## src/rtl/servo_ref_counter_ar.sv

```systemverilog
`default_nettype none
// ============================================================================
// Module   : servo_ref_counter_ar
// Brief    : Servo angle reference counter with edge-triggered stepping,
//            hold-to-auto-repeat, saturating clamp window and preset load.
// Revision : 1.0
// ============================================================================
module servo_ref_counter_ar #(
    parameter int WIDTH      = 9,
    parameter int STEP       = 5,
    parameter int MIN_VAL    = 20,
    parameter int MAX_VAL    = 340,
    parameter int INIT_VAL   = 180,
    parameter int HOLD_TICKS = 50,
    parameter int RATE_TICKS = 10
) (
    input  logic             CLK,
    input  logic             RST,
    input  logic             ENA,
    input  logic             UP,
    input  logic             DOWN,
    input  logic             LOAD,
    input  logic [WIDTH-1:0] LOAD_VAL,
    output logic [WIDTH-1:0] CUENTA,
    output logic             BANDERAENAUP,
    output logic             BANDERAENADOWN,
    output logic             CHANGED
);

    localparam int c_tick_max = (HOLD_TICKS > RATE_TICKS) ? HOLD_TICKS : RATE_TICKS;
    localparam int c_cnt_w    = $clog2(c_tick_max + 1);

    localparam logic [WIDTH:0]     c_step_x = (WIDTH+1)'(STEP);
    localparam logic [WIDTH:0]     c_min_x  = (WIDTH+1)'(MIN_VAL);
    localparam logic [WIDTH:0]     c_max_x  = (WIDTH+1)'(MAX_VAL);
    localparam logic [WIDTH-1:0]   c_step   = WIDTH'(STEP);
    localparam logic [WIDTH-1:0]   c_min    = WIDTH'(MIN_VAL);
    localparam logic [WIDTH-1:0]   c_max    = WIDTH'(MAX_VAL);
    localparam logic [WIDTH-1:0]   c_init   = WIDTH'(INIT_VAL);
    localparam logic [c_cnt_w-1:0] c_hold   = c_cnt_w'(HOLD_TICKS);
    localparam logic [c_cnt_w-1:0] c_rate   = c_cnt_w'(RATE_TICKS);
    localparam logic [c_cnt_w-1:0] c_one    = c_cnt_w'(1);

    typedef enum logic [1:0] {
        DIR_NONE = 2'd0,
        DIR_INC  = 2'd1,
        DIR_DEC  = 2'd2
    } dir_t;

    typedef enum logic [1:0] {
        ST_IDLE   = 2'd0,
        ST_HOLD   = 2'd1,
        ST_REPEAT = 2'd2
    } state_t;

    logic [WIDTH-1:0]   r_cuenta;
    logic               r_changed;
    state_t             r_state;
    logic [c_cnt_w-1:0] r_cnt;
    dir_t               r_prev_dir;

    dir_t               w_dir;
    state_t             w_state_nxt;
    logic [c_cnt_w-1:0] w_cnt_nxt;
    logic [c_cnt_w-1:0] w_cnt_inc;
    dir_t               w_prev_nxt;
    logic [WIDTH-1:0]   w_cuenta_nxt;
    logic               w_do_step;
    logic [WIDTH:0]     w_sum;
    logic [WIDTH-1:0]   w_inc;
    logic [WIDTH-1:0]   w_dec;
    logic [WIDTH-1:0]   w_stepped;
    logic [WIDTH-1:0]   w_load_clamped;

    always_comb begin
        w_dir = DIR_NONE;
        if (UP && !DOWN)
            w_dir = DIR_INC;
        else if (DOWN && !UP)
            w_dir = DIR_DEC;
    end

    // Saturating step arithmetic, one bit wider so the sum cannot wrap.
    assign w_sum     = {1'b0, r_cuenta} + c_step_x;
    assign w_inc     = (w_sum > c_max_x) ? c_max : w_sum[WIDTH-1:0];
    assign w_dec     = ({1'b0, r_cuenta} < (c_min_x + c_step_x)) ? c_min : (r_cuenta - c_step);
    assign w_stepped = (w_dir == DIR_INC) ? w_inc : w_dec;

    assign w_load_clamped = (LOAD_VAL < c_min) ? c_min :
                            (LOAD_VAL > c_max) ? c_max : LOAD_VAL;

    assign w_cnt_inc = r_cnt + c_one;

    always_comb begin
        w_state_nxt  = r_state;
        w_cnt_nxt    = r_cnt;
        w_prev_nxt   = r_prev_dir;
        w_cuenta_nxt = r_cuenta;
        w_do_step    = 1'b0;
        if (LOAD) begin
            // Latching the live direction forces a release before the next step.
            w_cuenta_nxt = w_load_clamped;
            w_state_nxt  = ST_IDLE;
            w_cnt_nxt    = '0;
            w_prev_nxt   = w_dir;
        end else if (ENA) begin
            w_prev_nxt = w_dir;
            case (r_state)
                ST_IDLE: begin
                    if (w_dir != DIR_NONE && w_dir != r_prev_dir) begin
                        w_do_step   = 1'b1;
                        w_cnt_nxt   = '0;
                        w_state_nxt = ST_HOLD;
                    end
                end
                ST_HOLD, ST_REPEAT: begin
                    if (w_dir == DIR_NONE) begin
                        w_state_nxt = ST_IDLE;
                        w_cnt_nxt   = '0;
                    end else if (w_dir != r_prev_dir) begin
                        w_do_step   = 1'b1;
                        w_cnt_nxt   = '0;
                        w_state_nxt = ST_HOLD;
                    end else if (w_cnt_inc == ((r_state == ST_HOLD) ? c_hold : c_rate)) begin
                        w_do_step   = 1'b1;
                        w_cnt_nxt   = '0;
                        w_state_nxt = ST_REPEAT;
                    end else begin
                        w_cnt_nxt = w_cnt_inc;
                    end
                end
                default: begin
                    w_state_nxt = ST_IDLE;
                    w_cnt_nxt   = '0;
                end
            endcase
            if (w_do_step)
                w_cuenta_nxt = w_stepped;
        end
    end

    always_ff @(posedge CLK) begin
        if (RST) begin
            r_cuenta   <= c_init;
            r_changed  <= 1'b0;
            r_state    <= ST_IDLE;
            r_cnt      <= '0;
            r_prev_dir <= DIR_NONE;
        end else begin
            r_cuenta   <= w_cuenta_nxt;
            r_changed  <= (w_cuenta_nxt != r_cuenta);
            r_state    <= w_state_nxt;
            r_cnt      <= w_cnt_nxt;
            r_prev_dir <= w_prev_nxt;
        end
    end

    assign CUENTA         = r_cuenta;
    assign CHANGED        = r_changed;
    assign BANDERAENAUP   = (r_cuenta < c_max);
    assign BANDERAENADOWN = (r_cuenta > c_min);

endmodule
`default_nettype wire

```

## config.mk

```make
export PLATFORM = sky130hd
export DESIGN_NAME = servo_ref_counter_ar
export DESIGN_NICKNAME = d
export VERILOG_FILES = /design/src/rtl/servo_ref_counter_ar.sv
export SDC_FILE = /design/constraint.sdc
export NUM_CORES = 1
export LEC_CHECK = 0
export CORE_AREA = 2 2 76 78
export DETAILED_ROUTE_END_ITERATION = 10
export DIE_AREA = 0 0 78 80
export PLACE_DENSITY_LB_ADDON = 0.2
export SETUP_SLACK_MARGIN = 0.15
export SYNTH_ARGS = -nofsm -noshare
export SYNTH_HDL_FRONTEND = slang
export SYNTH_SLANG_ARGS = --single-unit
```

## constraint.sdc

```tcl
create_clock -name CLK -period 2.79 [get_ports CLK]
set_input_delay 0.558 -clock CLK [delete_from_list [all_inputs] [get_ports CLK]]
set_output_delay 0.558 -clock CLK [all_outputs]
set_load 0.02 [all_outputs]
```

# Word-level counts from Yosys, hierarchy flattened
# Index checks and enable logic that the tools add are counted.
word_totals:
  regBits: 20
  latchBits: 0
  mem_bits_rw: 0
  romBits: 0
  in_bits: 15
  wordCells: 65
  n_memories: 0
classes:
  n_addsub: 3
  multipliers: 0
  div: 0
  magnitude_cmp: 6
  n_eq_ne: 8
  shift: 0
  muxes: 30
  bitwise_logic: 0
  reduce_logical: 13
op_table:
  columns: ["op", "n"]
  rows:
  - ["$mux W9", 8]
  - ["$mux W6", 5]
  - ["$lt A9 B5 Y1 const B", 2]
  - ["$mux W2", 8]
  - ["$pmux W6 S2", 1]
  - ["$add A9 B3 Y10 const B", 1]
  - ["$gt A10 B9 Y1 const B", 1]
  - ["$gt A9 B5 Y1 const B", 1]
  - ["$gt A9 B9 Y1 const B", 1]
  - ["$lt A9 B9 Y1 const B", 1]
  - ["$ne A9 B9 Y1", 1]
  - ["$sub A9 B3 Y9 const B", 1]
  - ["$add A6 B1 Y6 const B", 1]
  - ["$eq A6 B6 Y1", 1]
  - ["$mux W1", 6]
  - ["$eq A2 B1 Y1 const B", 2]
  - ["$logic_not A2 Y1", 2]
  - ["$ne A4 B4 Y1 const B", 1]
  - ["$pmux W2 S2", 1]
  - ["$reduce_bool A2 Y1", 2]
  - ["$reduce_or A2 Y1", 2]
  - ["$logic_and A1 B1 Y1", 3]
  - ["$reduce_and A3 Y1", 1]
  - ["$eq A2 B2 Y1 const B", 1]
  - ["5 further kinds", 6]

# Depth between registers and ports, before layout
# Gate-level depths: netlist of the first run.
logic_depth:
  depth_word: 14
  mapped_depth: 12
  depth_no_buf: 10

# Worst setup path before layout of the first run
# Ideal clock, no wire load.
synth_timing:
  kind: "reg-to-reg"
  startpoint: "reg r_cuenta[0] (netlist: CUENTA[0])"
  endpoint: "reg r_changed (netlist: CHANGED)"
  setup_ns: 0.133
  arrival_ns: 2.495
  required_time_ns: 2.657
  setup_slack_ns: 0.162
  stages_incl_launch_ff: 12
  synth_period_minus_slack_ns: 2.628
  path_cell_list: "dfxtp_1 > ha_1 > buf_2 > xor2_1 > o22ai_1 > o2111a_1 > o31a_1 > buf_6 > o21ba_1 > a2111oi_2 > o221a_1 > o22ai_2"
synth_via:
  elab_chain_len: 8
  word_cells_on_any_way: 11
synth_rtl:
  columns: ["item", "line_no", "rtl"]
  rows:
  - ["start: declaration", "56", "logic [WIDTH-1:0] r_cuenta;"]
  - ["start signal: assignment", "144", "r_cuenta <= c_init;"]
  - ["start signal: assignment", "150", "r_cuenta <= w_cuenta_nxt;"]
  - ["$add A9 B3 Y10", "84", "assign w_sum = {1'b0, r_cuenta} + c_step_x;"]
  - ["$gt A10 B9 Y1", "85", "assign w_inc = (w_sum > c_max_x) ? c_max : w_sum[WIDTH-1:0];"]
  - ["$mux W9", "85", null]
  - ["$mux W9", "87", "assign w_stepped = (w_dir == DIR_INC) ? w_inc : w_dec;"]
  - ["$mux W9", "137", "if (w_do_step)"]
  - ["$mux W9", "106", "end else if (ENA) begin"]
  - ["$mux W9", "100", "if (LOAD) begin"]
  - ["$ne A9 B9 Y1 *", "151", "r_changed <= (w_cuenta_nxt != r_cuenta);"]
  - ["end signal: assignment", "151", null]
  - ["end: declaration", "57", "logic r_changed;"]
# Every way passes the cells marked *; elsewhere a longest branch is shown, timed or not.
# A chain may end at the register's enable or synchronous reset.

# Worst setup path after layout of the first run
# Same ends and word-level chain as after synthesis.

==> results of run 1 <==
==> report_power, final <==
| part | internal [mW] | total (mW) | switching (mW) |
|---|---|---|---|
| clock network | 0.192 | 0.300 | 0.109 |
| registers | 0.301 | 0.330 | 0.0298 |
| logic | 0.211 | 0.454 | 0.243 |
| total | 0.704 | 1.09 | 0.382 |
==> Yosys cell counts, types with 6 or more instances <==
| library cell | n | area share [%] |
|---|---|---|
| inv_1 | 16 | 2.6 |
| nor2_1 | 23 | 3.7 |
| nand2_1 | 27 | 4.3 |
| xor2_1 | 8 | 3.0 |
| o21ai_0 | 30 | 6.4 |
| buf_2 | 7 | 1.5 |
| nor3_1 | 14 | 3.0 |
| nand3_1 | 12 | 2.6 |
| ha_1 | 10 | 5.3 |
| clkbuf_1 | 11 | 1.8 |
| a21oi_1 | 20 | 4.3 |
| xnor2_1 | 7 | 2.6 |
| o211ai_1 | 9 | 2.9 |
| dfxtp_1 | 20 | 17 |
| nand3b_1 | 6 | 1.9 |
==> registers in the layout (all words and copies together), names as in the netlist <==
name,flops
r_cnt,6
r_state,2
CUENTA,9
CHANGED,1
r_prev_dir,2
==> cells in the final DEF (no fill, tap or decap), drive strengths merged, types with 5 or more instances in the layout <==
master and n:
dfxtp 20, a211oi 5, nor4 5, and2 7
a21oi 21, xnor2 7, o22ai 6, xor2 8
buf 52, nand3b 6, o21ai 35, o211ai 9
nand2 27, clkdlybuf4s50 23, inv 16, nand3 12
a21o 5, nor2 24, ha 10, nor3 15
==> cell families after synthesis <==
group | Yosys count | synth area share (%)
and+or+nand+nor | 119 | 26.9
AOI/OAI and AO/OA | 118 | 35.1
muxes | 4 | 1.71
adders and majority gates | 10 | 5.35
buffers and inverters | 41 | 8.24
xor gates and xnor gates | 15 | 5.62
DFF | 20 | 17.1
==> area by class of cell <==
cell class | instances | area [um2] | share of cell area (%)
Multi-Input combinational cell | 266 | 1800 | 58.4
Timing Repair Buffer | 78 | 654 | 21.3
Sequential cell | 20 | 405 | 13.2
Tap cell | 72 | 90.1 | 2.93
Inverter | 16 | 60.1 | 1.95
Clock buffer | 3 | 41.3 | 1.34
Clock inverter | 1 | 30.0 | 0.975
==> worst max-delay path: cells and delay by family (launching register included) <==
| kind | cells | cell delay [ps] |
|---|---|---|
| AOI/OAI and AO/OA | 7 | 1420 |
| adders and majority gates | 1 | 270 |
| DFF | 1 | 400 |
| and+or+nand+nor | 1 | 380 |
==> worst max path at each step <==
stage / end / slack [ps]
after floorplan: CHANGED$_SDFF_PP0_ / 160
after global placement: CHANGED$_SDFF_PP0_ / -260
after detailed placement: CHANGED$_SDFF_PP0_ / -300
after CTS: CHANGED$_SDFF_PP0_ / 120
after global routing: CHANGED$_SDFF_PP0_ / 50
final: CHANGED$_SDFF_PP0_ / 210
==> metal layers <==
layer / vias to the layer above / wire [um]
met1: 1313 / 3190
met5: - / 0
li1: 1332 / -
met4: 0 / 272
met3: 26 / 420
met2: 120 / 3770
==> what timing repair did <==
| action | 4_1_cts | 5_1_grt |
|---|---|---|
| setup buffers | 0 | 0 |
| endpoints found under the setup margin | 3 | 8 |
| hold endpoints to repair | 0 | 0 |
| resized for setup | 7 | 12 |
| pin swaps | 4 | 2 |
==> through the flow <==
step                      instance area (um2)  instances  utilization [%]  setup WS [ps]  power [mW]
after floorplan                          2340        327                -            162       0.584
after global placement                   2950        452             54.5           -257       0.770
after detailed placement                 2950        452             54.5           -302       0.771
after CTS                                3040        456             56.2            118        1.08
after global routing                     3080        456             57.0           46.8        1.14
final                                    3080        456             57.0            209        1.09
==> metrics.md, run 1 <==
| Metric | Value |
|---|---|
| Congestion Overflow GR | `0` |
| Critical path, cell by cell | `ha_2 -> o2111ai_1 -> or3_1 -> a21oi_2 -> o31a_1 -> o32ai_1 -> a2111oi_2 -> o221a_1 -> o22ai_2` |
| Layer with the highest usage after global routing | `met2` |
| Register area share after synthesis | `17.1%` |
| Clock Path Buffers | `2` |
| Clock net sink count | `20` |
| Fmax | `388 MHz` |
| ANT cells | `0` |
| WL final | `7650 um` |
| Sum of negative setup slack | `0 ps` |
| Reg2Reg Depth | `9` |
| Transition at the pin with the smallest max-transition slack | `502 ps` |
| Worst IR Drop VDD | `0.316 mV` |
| Final routed wire length divided by cell count | `16.8 um` |
| Critical Path Slowest Stage Cell | `dfxtp_1` |
| Share of async-settable or async-resettable flops after synthesis | `0%` |
| Setup violations, final | `0` |
| Synth warnings | `0` |
| Met3 Use GR | `2.38%` |
| Rows | `27` |
| Critical R2R Launch | `CUENTA[0]$_SDFF_PP0_` |
| Hold_ws | `471 ps` |
| Iter 0 DRT Violations | `179` |
| CTS tree | `built` |
| Detail Route Antenna Nets | `0` |
| Beginning of the critical path | `CUENTA[0]$_SDFF_PP0_` |
| Fin. Hold Viols | `0` |
| Number of input and output port buffers inserted | `26` |
| Worst rel slew slack | `65.6%` |
| Number of global-route vias before repair | `2569` |
| Vias per std cell | `6.12` |
| Hold depth | `2` |
| Die footprint | `6240 um2` |
| Number of H-tree branching levels | `1` |
| Setup skew after layout | `8.18 ps` |
| Detailed-route via count | `2791` |
| Pin count of the biggest net entering global routing | `16` |
| Hold wc startpoint | `r_prev_dir[1]$_SDFFE_PP0P_` |
| Outcome | `finished clean` |
| Data required time at the worst endpoint | `2940 ps` |
| Core outline area | `5410 um2` |
| Post-synth EDFFs | `0` |
| Capturing point of the worst reg2reg path | `CHANGED$_SDFF_PP0_` |
| Post-Synthesis Cell Area | `2340 um2` |
| Critical path fanouts, max | `6` |
| Final weighted congestion of routability-driven global placement | `0.976` |
| Minimum setup slack among reg-to-reg paths | `210 ps` |
| Number of max-capacitance violations reported | `0` |
| P per Cell Area | `352 nW/um2` |
| WHS Endpoint | `r_prev_dir[1]$_SDFFE_PP0P_` |
| Leakage | `1.16 nW` |
| Clock latency on the worst-skew pair | `270 ps` |
| CTS Hold Bufs | `0` |
| Part of the cycle the worst path needs | `92.5%` |
| Predominant post-synthesis flop cell | `dfxtp_1` |
| Fill count | `516` |
| TritonCTS buffer count | `3` |
| Met2 track utilization from global routing | `44.1%` |
| Number of I/O pins | `27` |
| Synthesized netlist net count | `352` |
| Proportion of layout cells with a drive suffix above 1 | `20.6%` |
| Arrival time at the worst endpoint | `2730 ps` |
| Yosys cell types | `64` |
| Class of the tightest hold or removal check | `register to register` |
| Clock transition at path regs | `90 ps` |
| Die height | `80 um` |
| Final max-slew violation count | `0` |
| Unrepaired setup endpoints after global routing | `yes` |
| Element type at the critical path start | `register` |
| Layout Nets | `410` |
| CTS Root Cell | `clkbuf_8` |
| Synthesized area per cell | `7.16 um2` |
| Floorplan die width | `78 um` |
| Pre-antenna DRT Iters | `6` |
| Post-detailed-placement half-perimeter wirelength | `5900 um` |
| Global-route usage over all layers | `24.8%` |
| CP max stage delay | `400 ps` |
| Number of synthesized register bits | `20` |
| Kind of critical path | `register to register` |
| Initial antenna violation count | `0` |
| Synth-to-Final Area Change | `31.6%` |
| Global-route wire length before repair | `12300 um` |
| Critical Path Sink Type | `register` |
| Number of instances in the synthesized netlist | `327` |
| Global routing usage on met1 | `30.3%` |
| Minimum period implied by the final worst setup slack | `2580 ps` |
| Number of remaining DRC errors | `0` |
| Starting density of the core | `43.3%` |
No activity file was read; power rests on OpenSTA's default activity.
==> run 2, diff against run 1 <==
DONT_BUFFER_PORTS = 1   (was default)
==> run 2 against run 1 <==
  * Hold slack got worse by 120 ps
  * Sequential cell count unchanged
  * Sequential share of layout area increased by 1.3 points
  * Die area unchanged
  * Via count fell by 3.7%
  * Core utilization fell by 3.7 points
  * Clock skew down 1.6 ps
  * Total power shrank 4.2%
  * Cell count fell by 5.7%
  * Critical path depth grew 2
  * Clock-buffer cell count stayed put
  * First-iteration DRC count increased by 61%
  * Critical endpoint is now CUENTA[0]$_SDFF_PP0_
==> metrics.md, run 2 (synthesis results as in run 1) <==
| Metric | Value |
|---|---|
| Fmax | `393 MHz (+1.5%)` |
| Minimum period implied by the final worst setup slack | `2540 ps (-36.9 ps)` |
| Element type at the critical path start | `register` |
| Final max-slew violation count | `0 (unchanged)` |
| Critical Path Slowest Stage Cell | `dfxtp_4` |
| Cell repeated most along the worst path | `buf_4` |
| Unrepaired setup endpoints after global routing | `no` |
| Critical Path Sink Type | `register` |
| Number of global-route vias before repair | `2599 (+1.2%)` |
| Sum of negative setup slack | `0 ps (unchanged)` |
| Pre-antenna DRT Iters | `6 (unchanged)` |
| Hold depth | `1 (-1)` |
| Hold wc startpoint | `RST` |
| Top library cells by usage in the layout, fill and taps aside | `buf_4, o21ai_0, nand2_1` |
| Die footprint | `6240 um2 (unchanged)` |
| Number of remaining DRC errors | `0 (unchanged)` |
| Rows | `27 (unchanged)` |
| Clock transition at path regs | `80 ps (about the same)` |
| Arrival time at the worst endpoint | `2730 ps (about the same)` |
| Clock latency on the worst-skew pair | `270 ps (about the same)` |
| CP max stage delay | `380 ps (-20 ps)` |
| Critical path, cell by cell | `buf_8 -> ha_4 -> nand2_1 -> a41oi_2 -> o311ai_1 -> buf_4 -> o31a_1 -> buf_4 -> or3_1 -> a21o_1 -> a21oi_2` |
| Part of the cycle the worst path needs | `91.2% (-1.3 points)` |
| WHS Endpoint | `r_prev_dir[1]$_SDFFE_PP0P_` |
| Reg2Reg Depth | `11 (+2)` |
| Vias per std cell | `6.25 (+2.1%)` |
| Internal power consumption | `672 uW (-4.5%)` |
| Capturing point of the worst reg2reg path | `CUENTA[0]$_SDFF_PP0_` |
| Worst rel slew slack | `70.9% (+5.2 points)` |
| Setup skew after layout | `6.57 ps (-1.61 ps)` |
| Transition at the pin with the smallest max-transition slack | `426 ps (-76.2 ps)` |
| Net Switching | `367 uW (-3.7%)` |
| Setup violations, final | `0 (unchanged)` |
| Critical R2R Launch | `CUENTA[1]$_SDFF_PP0_` |
| Starting density of the core | `43.3% (unchanged)` |
| WL final | `7970 um (+4.1%)` |
| Share of power burned in combinational logic | `40.1% (-1.8 points)` |
| Proportion of layout cells with a drive suffix above 1 | `23.7% (+3.2 points)` |
| Layout Nets | `384 (-6.3%)` |
| Fin. Hold Viols | `0 (unchanged)` |
| Final weighted congestion of routability-driven global placement | `0.998 (+2.2%)` |
| CTS tree | `built` |
| Pin count of the biggest net entering global routing | `16 (unchanged)` |
| Initial antenna violation count | `0 (unchanged)` |
| CTS Root Cell | `clkbuf_8` |
| Congestion Overflow GR | `0 (unchanged)` |
| Core outline area | `5410 um2 (unchanged)` |
| Flip-flop count of the largest register after layout | `9 (unchanged)` |
| Number of max-capacitance violations reported | `0 (unchanged)` |
| Post-detailed-placement half-perimeter wirelength | `5970 um (+1.1%)` |
| Synth-to-Final Area Change | `23.1%` |
| Leakage | `1.06 nW (-8.8%)` |
| Global-route usage over all layers | `25.6% (+0.75 points)` |
| Outcome | `finished clean` |
| Clock Path Buffers | `2 (unchanged)` |
| Worst IR Drop VDD | `0.265 mV (-16%)` |
| Data required time at the worst endpoint | `2980 ps (+40 ps)` |
| Clock network fraction of total power | `28.6% (+0.9 points)` |
| ANT cells | `0 (unchanged)` |
| Seq pwr share | `31.3% (+0.9 points)` |
| Iter 0 DRT Violations | `288 (+61%)` |
| Critical path fanouts, max | `8 (+2)` |
| TritonCTS buffer count | `3 (unchanged)` |
| Clock net sink count | `20 (unchanged)` |
| Minimum setup slack among reg-to-reg paths | `250 ps (+40 ps)` |
| P per Cell Area | `361 nW/um2 (+2.4%)` |
| Proportion of total power due to net switching | `35.4% (+0.19 points)` |
| Number of H-tree branching levels | `1 (unchanged)` |
| Die height | `80 um (unchanged)` |
| Number of input and output port buffers inserted | `0 (-100%)` |
| Detail Route Antenna Nets | `0 (unchanged)` |
| CTS Hold Bufs | `0 (unchanged)` |
| Final routed wire length divided by cell count | `18.5 um (+10%)` |
| Most common cell after layout, fill and taps aside | `buf_4` |
| Floorplan die width | `78 um (unchanged)` |
| Number of I/O pins | `27 (unchanged)` |
| Kind of critical path | `register to register` |
| Hold_ws | `351 ps (-120 ps)` |
| Detailed-route via count | `2687 (-3.7%)` |
| Global-route wire length before repair | `12700 um (+3.1%)` |
| Class of the tightest hold or removal check | `input port to register` |
-- run 2: cell types whose count changed in the layout (fill, tap and decap cells not counted), sizes merged --
cell / change
clkdlybuf4s50: -23
dlymetal6s2s: -2
dlygate4sd2: -1
-- run 2: critical path, delay by kind of cell (launching register included) --
kind / cells / cell delay (ps)
AO/OA/AOI/OAI: 5 / 1030
adder cells (fa/ha/maj): 1 / 140
buffers and inverters: 3 / 520
flip-flops: 1 / 380
AND/OR/NAND/NOR: 2 / 400
-- run 2: through the flow --
stage	cell area, um2	util [%]	power, mW	cells	worst slack [ps]
after CTS	2710	50.2	1.00	424	151
after global routing	2880	53.3	1.09	430	142
after detailed placement	2640	48.8	0.702	419	113
final	2880	53.3	1.04	430	246
after floorplan	2340	-	0.584	327	162
after global placement	2640	48.8	0.703	419	111
-- run 2: final cells by class --
| type | count | area [um2] |
|---|---|---|
| clock inverter | 1 | 30.0 |
| clock buffer | 3 | 41.3 |
| sequential | 20 | 415 |
| timing repair buffer | 52 | 415 |
| multi-input combinational | 266 | 1830 |
| tap | 72 | 90.1 |
| inverter | 16 | 60.1 |
| fill | 542 | 2520 |
-- run 2: per-layer routing --
metal / track usage (%) / vias up / part of all wire, %
met5: 0 / - / 0
met4: 11.2 / 0 / 3.6
met3: 4.41 / 24 / 6.8
met2: 45.7 / 110 / 50
met1: 30.0 / 1267 / 40
li1: - / 1286 / -
-- run 2: how the worst max path moves through the flow --
stage,slack [ps],to,startpoint,depth (start not counted)
6_report,250,CUENTA[0]$_SDFF_PP0_,CUENTA[1]$_SDFF_PP0_,11
5_1_grt,140,CHANGED$_SDFF_PP0_,CUENTA[1]$_SDFF_PP0_,11
4_1_cts,150,CHANGED$_SDFF_PP0_,CUENTA[2]$_SDFF_PP1_,10
3_5_place_dp,110,CHANGED$_SDFF_PP0_,DOWN,10
3_3_place_gp,110,CHANGED$_SDFF_PP0_,DOWN,11
2_1_floorplan,160,CHANGED$_SDFF_PP0_,CUENTA[0]$_SDFF_PP0_,11
-- run 2: power groups by stage --
| stage | Sequential (mW) | Clock (mW) | Combinational [mW] |
|---|---|---|---|
| finish | 0.325 | 0.297 | 0.417 |
| global placement | 0.329 | 0 | 0.374 |
| floorplan | 0.333 | 0 | 0.251 |
| global route | 0.328 | 0.313 | 0.452 |
| CTS | 0.323 | 0.302 | 0.376 |
| detailed placement | 0.329 | 0 | 0.373 |
-- run 2: repair_timing --
item / in CTS / in global routing
setup endpoints to repair: 1 / 15
buffers inserted: 1 / 5
pin swaps: 1 / 11
gates cloned: 0 / 1
gates resized for setup: 0 / 35
==> run 3, diff against run 2 <==
TNS_END_PERCENT = 1   (was default)
==> run 3 against run 2 <==
  * Critical path depth is the same
  * Worst setup slack worse by 26 ps
  * Clock power about the same
==> metrics.md, run 3 (synthesis results as in run 1) <==
| Metric | Value |
|---|---|
| Post-route worst setup slack | `221 ps (-25.6 ps)` |
| Clock transition at path regs | `80 ps (about the same)` |
| Critical path fanouts, max | `8 (unchanged)` |
| Sequential cell area in the final layout | `413 um2 (-0.60%)` |
| Kind of critical path | `register to register` |
| Setup skew after layout | `4.54 ps (-2.03 ps)` |
| P per Cell Area | `363 nW/um2 (+0.48%)` |
| Post-detailed-placement half-perimeter wirelength | `5970 um (unchanged)` |
| Clock latency on the worst-skew pair | `260 ps (about the same)` |
| Number of remaining DRC errors | `0 (unchanged)` |
| Fin. Hold Viols | `0 (unchanged)` |
| Most common cell after layout, fill and taps aside | `buf_4` |
| Met2 track utilization from global routing | `45.7% (unchanged)` |
| Setup violations, final | `0 (unchanged)` |
| Top library cells by usage in the layout, fill and taps aside | `buf_4, o21ai_0, nand2_1` |
| Arrival time at the worst endpoint | `2760 ps (+30 ps)` |
| Final design instance area without fill | `2840 um2 (-1.6%)` |
| Pin count of the biggest net entering global routing | `16 (unchanged)` |
| Global routing usage on met1 | `30.0% (unchanged)` |
| Part of the cycle the worst path needs | `92.1% (+0.92 points)` |
| Leakage | `1.04 nW (-1.0%)` |
| Worst rel slew slack | `70.4% (-0.47 points)` |
| Congestion Overflow GR | `0 (unchanged)` |
| Iter 0 DRT Violations | `281 (-2.4%)` |
| Initial antenna violation count | `0 (unchanged)` |
| Proportion of total power due to net switching | `35.3% (-0.093 points)` |
| Seq pwr share | `31.7% (+0.4 points)` |
| CTS Root Cell | `clkbuf_8` |
| Die footprint | `6240 um2 (unchanged)` |
| Clock net sink count | `20 (unchanged)` |
| Synth-to-Final Area Change | `21.2%` |
| Number of max-capacitance violations reported | `0 (unchanged)` |
| Final max-slew violation count | `0 (unchanged)` |
| Global-route wire length before repair | `12700 um (unchanged)` |
| Element type at the critical path start | `register` |
| Floorplan die width | `78 um (unchanged)` |
| Rows | `27 (unchanged)` |
| ANT cells | `0 (unchanged)` |
| Final routed wire length divided by cell count | `18.6 um (+0.23%)` |
| Number of global-route vias before repair | `2599 (unchanged)` |
| Unrepaired setup endpoints after global routing | `yes` |
| Footprint of the multi-input gates | `1810 um2 (-1.0%)` |
| Vias per std cell | `6.26 (+0.24%)` |
| Worst setup slack after placement | `113 ps (unchanged)` |
| Met3 Use GR | `4.41% (unchanged)` |
| Starting density of the core | `43.3% (unchanged)` |
| Minimum period implied by the final worst setup slack | `2570 ps (+25.6 ps)` |
| Critical Path Sink Type | `register` |
| Number of input and output port buffers inserted | `0 (unchanged)` |
| Post-layout instance count excluding filler cells | `428 (-0.47%)` |
| Detail Route Antenna Nets | `0 (unchanged)` |
| Final weighted congestion of routability-driven global placement | `0.998 (unchanged)` |
| Detailed-route via count | `2681 (-0.22%)` |
| Net Switching | `362 uW (-1.3%)` |
| Fmax | `389 MHz (-1.0%)` |
| Global-route usage over all layers | `25.6% (unchanged)` |
| Layer with the highest usage after global routing | `met2` |
| Worst IR Drop VDD | `0.265 mV (-0.13%)` |
| Share of power burned in combinational logic | `39.6% (-0.5 points)` |
| Sum of negative setup slack | `0 ps (unchanged)` |
| Internal power consumption | `665 uW (-0.95%)` |
| TritonCTS buffer count | `3 (unchanged)` |
| Number of H-tree branching levels | `1 (unchanged)` |
| Class of the tightest hold or removal check | `input port to register` |
| Data required time at the worst endpoint | `2980 ps (about the same)` |
| Total cell area at the placement stage | `2640 um2 (unchanged)` |
| Clock Path Buffers | `2 (unchanged)` |
| Number of I/O pins | `27 (unchanged)` |
| WL final | `7950 um (-0.24%)` |
| Pre-antenna DRT Iters | `7 (+1)` |
| Die height | `80 um (unchanged)` |
| Core outline area | `5410 um2 (unchanged)` |
| CTS Hold Bufs | `0 (unchanged)` |
| Clock network fraction of total power | `28.7% (about the same)` |
| DP Cell Count | `419 (unchanged)` |
| Outcome | `finished clean` |
| Fill count | `550 (+1.5%)` |
| Proportion of layout cells with a drive suffix above 1 | `22.8% (-0.99 points)` |
| Flip-flop count of the largest register after layout | `9 (unchanged)` |
| Layout Nets | `382 (-0.52%)` |
| CTS tree | `built` |
| Transition at the pin with the smallest max-transition slack | `433 ps (+6.82 ps)` |
## run 3: worst paths after layout
path	start	end	slack, ps	depth (start not counted)
max	CUENTA[1]$_SDFF_PP0_	CUENTA[0]$_SDFF_PP0_	220	11
min	RST	CUENTA[0]$_SDFF_PP0_	350	1
max reg2reg	CUENTA[1]$_SDFF_PP0_	CUENTA[0]$_SDFF_PP0_	220	11
min reg2reg	r_prev_dir[0]$_SDFFE_PP0P_	r_prev_dir[0]$_SDFFE_PP0P_	460	2
## run 3: critical path: stages (launching register included)
cell and delay [ps]:
dfxtp_4 380, buf_8 150, ha_1 180, nand2_1 70, a41oi_2 210, o311ai_1 130
buf_4 160, o31a_1 380, buf_4 190, or3_1 340, a21o_1 170, a21oi_2 140
## run 3: power by group through the flow
stage	Combinational [mW]	Sequential, mW	Clock (mW)
6_report	0.407	0.326	0.295
3_3_place_gp	0.374	0.329	0
2_1_floorplan	0.251	0.333	0
5_1_grt	0.443	0.328	0.312
4_1_cts	0.376	0.323	0.302
3_5_place_dp	0.373	0.329	0
## run 3: final cells by class
type                       count  share of cell area [%]
timing repair buffer          50                    13.8
clock inverter                 1                    1.06
clock buffer                   3                    1.46
tap                           72                    3.18
multi-input combinational    266                    63.8
inverter                      16                    2.12
sequential                    20                    14.6
## run 3: stage by stage
step / hold slack [ps] / utilization (%) / total power [mW]
after CTS: 350 / 50.2 / 1.00
after global routing: 331 / 52.5 / 1.08
after detailed placement: 454 / 48.8 / 0.702
after floorplan: 444 / - / 0.584
final: 346 / 52.5 / 1.03
after global placement: 450 / 48.8 / 0.703
## run 3: repair_timing
| item | CTS | global route |
|---|---|---|
| pin swaps | 1 | 7 |
| gates resized for setup | 0 | 29 |
| buffers inserted | 1 | 3 |
| gates cloned | 0 | 1 |
| setup endpoints to repair | 1 | 15 |
## run 3: per-layer routing
layer	wire length (um)	vias to the layer above
met5	0	-
met3	559	20
met1	3170	1256
li1	-	1278
met4	265	0
met2	3960	127
